--- src/rtl/svc_rv_ext_fp_issue_pkg.sv ---
// Shared RV FP definitions: opcode/funct7/rounding constants, issue FSM states,
// and the integer-destination decode helper.
package svc_rv_ext_fp_issue_pkg;

  localparam logic [6:0] OP_FP       = 7'b1010011;

  localparam logic [6:0] FP7_FADD    = 7'b0000000;
  localparam logic [6:0] FP7_FSUB    = 7'b0000100;
  localparam logic [6:0] FP7_FMUL    = 7'b0001000;
  localparam logic [6:0] FP7_FDIV    = 7'b0001100;
  localparam logic [6:0] FP7_FSQRT   = 7'b0101100;
  localparam logic [6:0] FP7_FCMP    = 7'b1010000;
  localparam logic [6:0] FP7_FCVTWS  = 7'b1100000;
  localparam logic [6:0] FP7_FMVXW   = 7'b1110000;

  localparam logic [2:0] FRM_RNE     = 3'b000;
  localparam logic [2:0] FRM_RTZ     = 3'b001;

  typedef enum logic [1:0] {
    ST_IDLE,
    ST_ISSUE,
    ST_WB
  } fp_issue_state_t;

  // FMV.X.W / FCLASS, compares and FCVT.W[U].S land in the integer regfile.
  function automatic logic fp_writes_int(input logic [31:0] instr);
    logic [6:0] f7;
    f7 = instr[31:25];
    return (instr[6:0] == OP_FP) &&
           ((f7 == FP7_FMVXW) || (f7 == FP7_FCMP) || (f7 == FP7_FCVTWS));
  endfunction

endpackage

--- src/rtl/svc_rv_ext_fp_issue.sv ---
// Issue controller for the FP execute unit: holds one op on the EX interface
// until its result returns, then strobes a single writeback. Owns frm/fflags.
module svc_rv_ext_fp_issue
  import svc_rv_ext_fp_issue_pkg::*;
#(
  parameter int TIMEOUT_CYCLES = 1023,
  parameter int TW             = 10
) (
  input  logic        clk,
  input  logic        rst,
  input  logic        in_valid,
  output logic        in_ready,
  input  logic [31:0] in_instr,
  input  logic [31:0] in_fp_rs1,
  input  logic [31:0] in_fp_rs2,
  input  logic [31:0] in_fp_rs3,
  input  logic [31:0] in_rs1,
  input  logic        flush,
  output logic        op_valid,
  output logic [31:0] instr,
  output logic [31:0] fp_rs1,
  output logic [31:0] fp_rs2,
  output logic [31:0] fp_rs3,
  output logic [31:0] rs1,
  output logic [2:0]  frm_csr,
  input  logic        result_valid,
  input  logic [31:0] result,
  input  logic [4:0]  fflags,
  input  logic        busy,
  output logic        wb_valid,
  output logic        wb_fp,
  output logic [4:0]  wb_rd,
  output logic [31:0] wb_data,
  input  logic        frm_wr_en,
  input  logic [2:0]  frm_wr_data,
  input  logic        fflags_wr_en,
  input  logic [4:0]  fflags_wr_data,
  output logic [4:0]  fflags_acc,
  output logic        timeout_err
);

  fp_issue_state_t state;
  logic [TW-1:0]   tmo_cnt;
  logic            accept;
  logic            capture;
  logic [4:0]      flags_base;

  assign in_ready   = ((state == ST_IDLE) || (state == ST_WB)) && !busy && !flush;
  assign accept     = in_valid && in_ready;
  assign capture    = (state == ST_ISSUE) && !flush && result_valid;
  // A CSR write lands before the captured flags are OR-ed in.
  assign flags_base = fflags_wr_en ? fflags_wr_data : fflags_acc;

  always_ff @(posedge clk) begin
    if (rst) begin
      state       <= ST_IDLE;
      op_valid    <= 1'b0;
      wb_valid    <= 1'b0;
      timeout_err <= 1'b0;
      instr       <= '0;
      fp_rs1      <= '0;
      fp_rs2      <= '0;
      fp_rs3      <= '0;
      rs1         <= '0;
      wb_fp       <= 1'b0;
      wb_rd       <= '0;
      wb_data     <= '0;
      frm_csr     <= FRM_RNE;
      fflags_acc  <= '0;
      tmo_cnt     <= '0;
    end else begin
      wb_valid    <= 1'b0;
      timeout_err <= 1'b0;
      fflags_acc  <= capture ? (flags_base | fflags) : flags_base;
      if (frm_wr_en) begin
        frm_csr <= frm_wr_data;
      end

      if (accept) begin
        instr    <= in_instr;
        fp_rs1   <= in_fp_rs1;
        fp_rs2   <= in_fp_rs2;
        fp_rs3   <= in_fp_rs3;
        rs1      <= in_rs1;
        wb_fp    <= !fp_writes_int(in_instr);
        wb_rd    <= in_instr[11:7];
        op_valid <= 1'b1;
        tmo_cnt  <= '0;
        state    <= ST_ISSUE;
      end else begin
        case (state)
          ST_ISSUE: begin
            // Flush wins over a result arriving in the same cycle.
            if (flush) begin
              op_valid <= 1'b0;
              state    <= ST_IDLE;
            end else if (result_valid) begin
              op_valid <= 1'b0;
              wb_valid <= 1'b1;
              wb_data  <= result;
              state    <= ST_WB;
            end else if (tmo_cnt == TW'(TIMEOUT_CYCLES - 1)) begin
              op_valid    <= 1'b0;
              timeout_err <= 1'b1;
              tmo_cnt     <= tmo_cnt + 1'b1;
              state       <= ST_IDLE;
            end else begin
              tmo_cnt <= tmo_cnt + 1'b1;
            end
          end
          default: state <= ST_IDLE;
        endcase
      end
    end
  end

endmodule
--- config.mk ---
export PLATFORM = sky130hd
export DESIGN_NAME = svc_rv_ext_fp_issue
export DESIGN_NICKNAME = d
export VERILOG_FILES = /design/src/rtl/svc_rv_ext_fp_issue_pkg.sv /design/src/rtl/svc_rv_ext_fp_issue.sv
export SDC_FILE = /design/constraint.sdc
export NUM_CORES = 1
export LEC_CHECK = 0
export ABC_CLOCK_PERIOD_IN_PS = 5200
export BUFFER_PORTS_ARGS = -buffer_cell sky130_fd_sc_hd__buf_2
export CAP_MARGIN = 20
export CORE_ASPECT_RATIO = 0.75
export CORE_MARGIN = 5
export CORE_UTILIZATION = 30
export CTS_BUF_LIST = sky130_fd_sc_hd__clkbuf_4 sky130_fd_sc_hd__clkbuf_8 sky130_fd_sc_hd__clkbuf_16
export CTS_CLUSTER_SIZE = 12
export DETAILED_ROUTE_END_ITERATION = 8
export SKIP_LAST_GASP = 1
export SYNTH_ARGS = -nofsm -noshare
export SYNTH_HDL_FRONTEND = slang
export SYNTH_SLANG_ARGS = --single-unit
export TNS_END_PERCENT = 1
--- constraint.sdc ---
create_clock -name clk -period 5.2 [get_ports clk]
set_clock_uncertainty 0.15 [all_clocks]
set_input_delay 0.26 -clock clk [delete_from_list [all_inputs] [get_ports clk]]
set_output_delay 0.26 -clock clk [all_outputs]
set_load 0.03 [all_outputs]
==> impl_metrics.py <==
metrics = {
    "global_route": {
        "grt_pass1_vias": 8605,
        "grt_use_total": 0.1841,
        "grt_max_degree": 96,
        "busiest_layer": "met2",
        "use_met3": 0.04694,
        "gr-usage-met1": 0.2180,
        "met2_usage": 0.3152,
        "grt_overflow": 0,
        "grt_pass1_wl_mm": 44.79,
        "antenna_found_initial": 0,
    },
    "floorplanning": {
        "start_util": 0.3053,
        "dieArea_sq_um": 28720,
        "io_pins": 423,
        "rows": 50,
        "die_x_microns": 194.0,
        "fp.dieH_microns": 148.0,
        "core_sq_um": 24960,
    },
    "timing": {
        "rsz0062_at_grt": "false",
        "relSlewSlack": 0.3393,
        "setup_tns_ns": 0,
        "maxSlewViolCount": 0,
        "timing.fmax_ghz": 0.3991,
        "fin_crit_ns": 2.506,
        "min_period_over_period": 0.4819,
        "hold_violations": 0,
        "setup_slack_ns": 2.694,
        "setup_viol": 0,
        "worst_pin_slew_ns": 0.9910,
    },
    "cells_and_area": {
        "final_nets": 1760,
        "syn_to_final_growth_pct": 67.05,
        "seqCellArea_sq_um": 4324,
        "drive_gt1_frac": 0.3027,
        "multi_input_area_sq_um": 2979,
        "design_area_sq_um": 12730,
        "fin_cells": 1895,
        "n_fill_cell": 2296,
    },
    "clock_tree": {
        "cts_tree": "built",
        "htreeDepth": 1,
        "insertion_delay_ns": 0.50,
        "cts_root_buf": "clkbuf_16",
        "cts_resized": 0,
        "hold_buffers": 209,
        "clk_pin_slew_ns": 0.06,
        "numCtsBuffers": 23,
        "post_cts_buffers": 0,
        "cts.sinks": 216,
        "cts_buffer_depth": 3,
    },
    "placed_design": {
        "postPlaceCellArea_sq_um": 9923,
        "dpl.hpwl_mm": 17.99,
        "placement.io_buffers": 422,
        "pre_cts_slack_ns": 2.657,
        "gp_congestion": 0.8503,
        "dp.cells": 1649,
    },
    "synth": {
        "synth_top_area_frac": 0.5674,
        "yosysTopAreaCell": "dfxtp_1",
        "synth-main-ff-cell": "dfxtp_1",
        "post-synth-top-count-cell": "nand2_1",
        "yosysSeqAreaShare": 0.5674,
        "mappedNetlistArea_sq_um": 7621,
        "syn_inst": 957,
        "ys_top_cells_by_area": "dfxtp_1 (57%), nand2_1 (19%), a21oi_1 (14%)",
        "synth_commonest_cells": "nand2_1 (392), dfxtp_1 (216), a21oi_1 (206)",
        "synth_nets": 1172,
        "ys_types": 33,
        "synth_edf_count": 0,
        "ys_seq_elements": 216,
        "yosys_warnings": 0,
        "syn_area_per_cell_sq_um": 7.963,
        "async_flop_share": 0,
    },
    "hold_path": {
        "hp-class": "input port to register",
        "hold_depth": 2,
        "holdPathEnd": "frm_csr[0]",
        "hp-start": "rst",
    },
    "setup_path": {
        "r2r_start": "state[0]",
        "regToRegSetupSlack_ns": 2.69,
        "critPathKind": "register to register",
        "required_ns": 5.48,
        "r2r_cells": 4,
        "reg2reg_to": "timeout_err",
        "critPathArrivalTime_ns": 2.78,
        "critPathCaptureType": "register",
        "crit_path_start_kind": "register",
        "crit_fanout": 53,
    },
    "detailed_routing": {
        "drt-wirelength-per-cell_microns": 14.88,
        "ant_nets": 0,
        "first_iter_violations": 301,
        "via_count": 8627,
        "drc": 0,
        "wirelength_mm": 28.19,
        "avgViaCountPerCell": 4.553,
        "drt-pass1-iter-count": 4,
    },
    "pwr": {
        "power_density_nw_per_um2": 298.9,
        "p_total_mw": 3.805,
        "ir_worst_vdd_mv": 0.2329,
        "p_leak_nw": 5.665,
    },
    "run_status": {
        "status": "completed",
    },
    "flow_run": {
        "maxCapViolations": 0,
    },
}
==> layout make-up <==
| type | count | share of cell area |
|---|---|---|
| timing repair buffer | 639 | 0.3354 |
| tap | 338 | 0.03322 |
| multi-input combinational | 660 | 0.2340 |
| inverter | 5 | 0.001474 |
| antenna | 1 | 0.0001966 |
| clock inverter | 4 | 0.004029 |
| sequential | 216 | 0.3397 |
| clock buffer | 32 | 0.05199 |
==> sequential cells by signal (all words and copies together) (netlist names), 3 cells and up <==
| name | count |
|---|---|
| fflags_acc | 5 |
| rs1 | 32 |
| wb_data | 32 |
| frm_csr | 3 |
| instr | 32 |
| fp_rs3 | 32 |
| tmo_cnt | 10 |
| fp_rs1 | 32 |
| fp_rs2 | 32 |
==> where the power goes <==
| group | switching [mW] | total [mW] | internal [mW] |
|---|---|---|---|
| combinational | 0.272 | 0.503 | 0.231 |
| clock | 0.644 | 1.58 | 0.931 |
| sequential | 0.0237 | 1.73 | 1.70 |
| total | 0.940 | 3.81 | 2.87 |
==> worst max path at each step <==
| stage | slack [ns] | cells after the start | endpoint | from |
|---|---|---|---|---|
| floorplan | 3.39 | 4 | tmo_cnt[7] | state[1] |
| global placement | 2.71 | 4 | timeout_err | state[0] |
| detailed placement | 2.66 | 4 | timeout_err | state[0] |
| CTS | 2.65 | 4 | timeout_err | state[0] |
| global route | 2.43 | 4 | timeout_err | state[0] |
| finish | 2.69 | 4 | timeout_err | state[0] |
==> cell usage in the layout (no fill, tap or decap), types with 4 or more instances in the layout <==
cell type      count
nor2_1             9
buf_2            421
o31ai_1            4
nand3_1            5
dlygate4sd3_1    209
or4_1              4
or3_1              5
mux2i_1            9
a21oi_1          206
inv_1              5
clkbuf_16         23
buf_4              8
dfxtp_1          216
clkbuf_4           6
nand2_1          392
==> through the flow <==
step / hold WS, ns / utilization
floorplan: 0.2460 / -
global placement: 0.2886 / 0.3975
detailed placement: 0.2931 / 0.3975
CTS: 0.005284 / 0.5099
global route: 0.04751 / 0.5099
finish: 0.02372 / 0.5100
==> critical path, cell delays in order (launching register included) <==
cell and delay (ns):
dfxtp_1 0.45, or4b_4 0.53, buf_4 0.56, nand2_1 0.40, nor3_1 0.26
==> metal layers <==
layer	wire (microns)	vias up
met5	0	-
met2	13790	338
met4	1328	0
li1	-	4274
met3	1856	99
met1	11210	3916
==> kinds of logic (layout without fill, tap and decap cells) <==
logic type,after synthesis,count (layout),share of synthesized area
and+or+nand+nor,431,431,0.2254
AOI/OAI and AO/OA,217,217,0.1460
DFF,216,216,0.5674
buffers and inverters,81,680,0.04499
muxes,9,9,0.01182
adders and majority gates,2,2,0.003283
xor gates and xnor gates,1,1,0.001149
other,0,1,0
(Power assumes the default switching activity.)
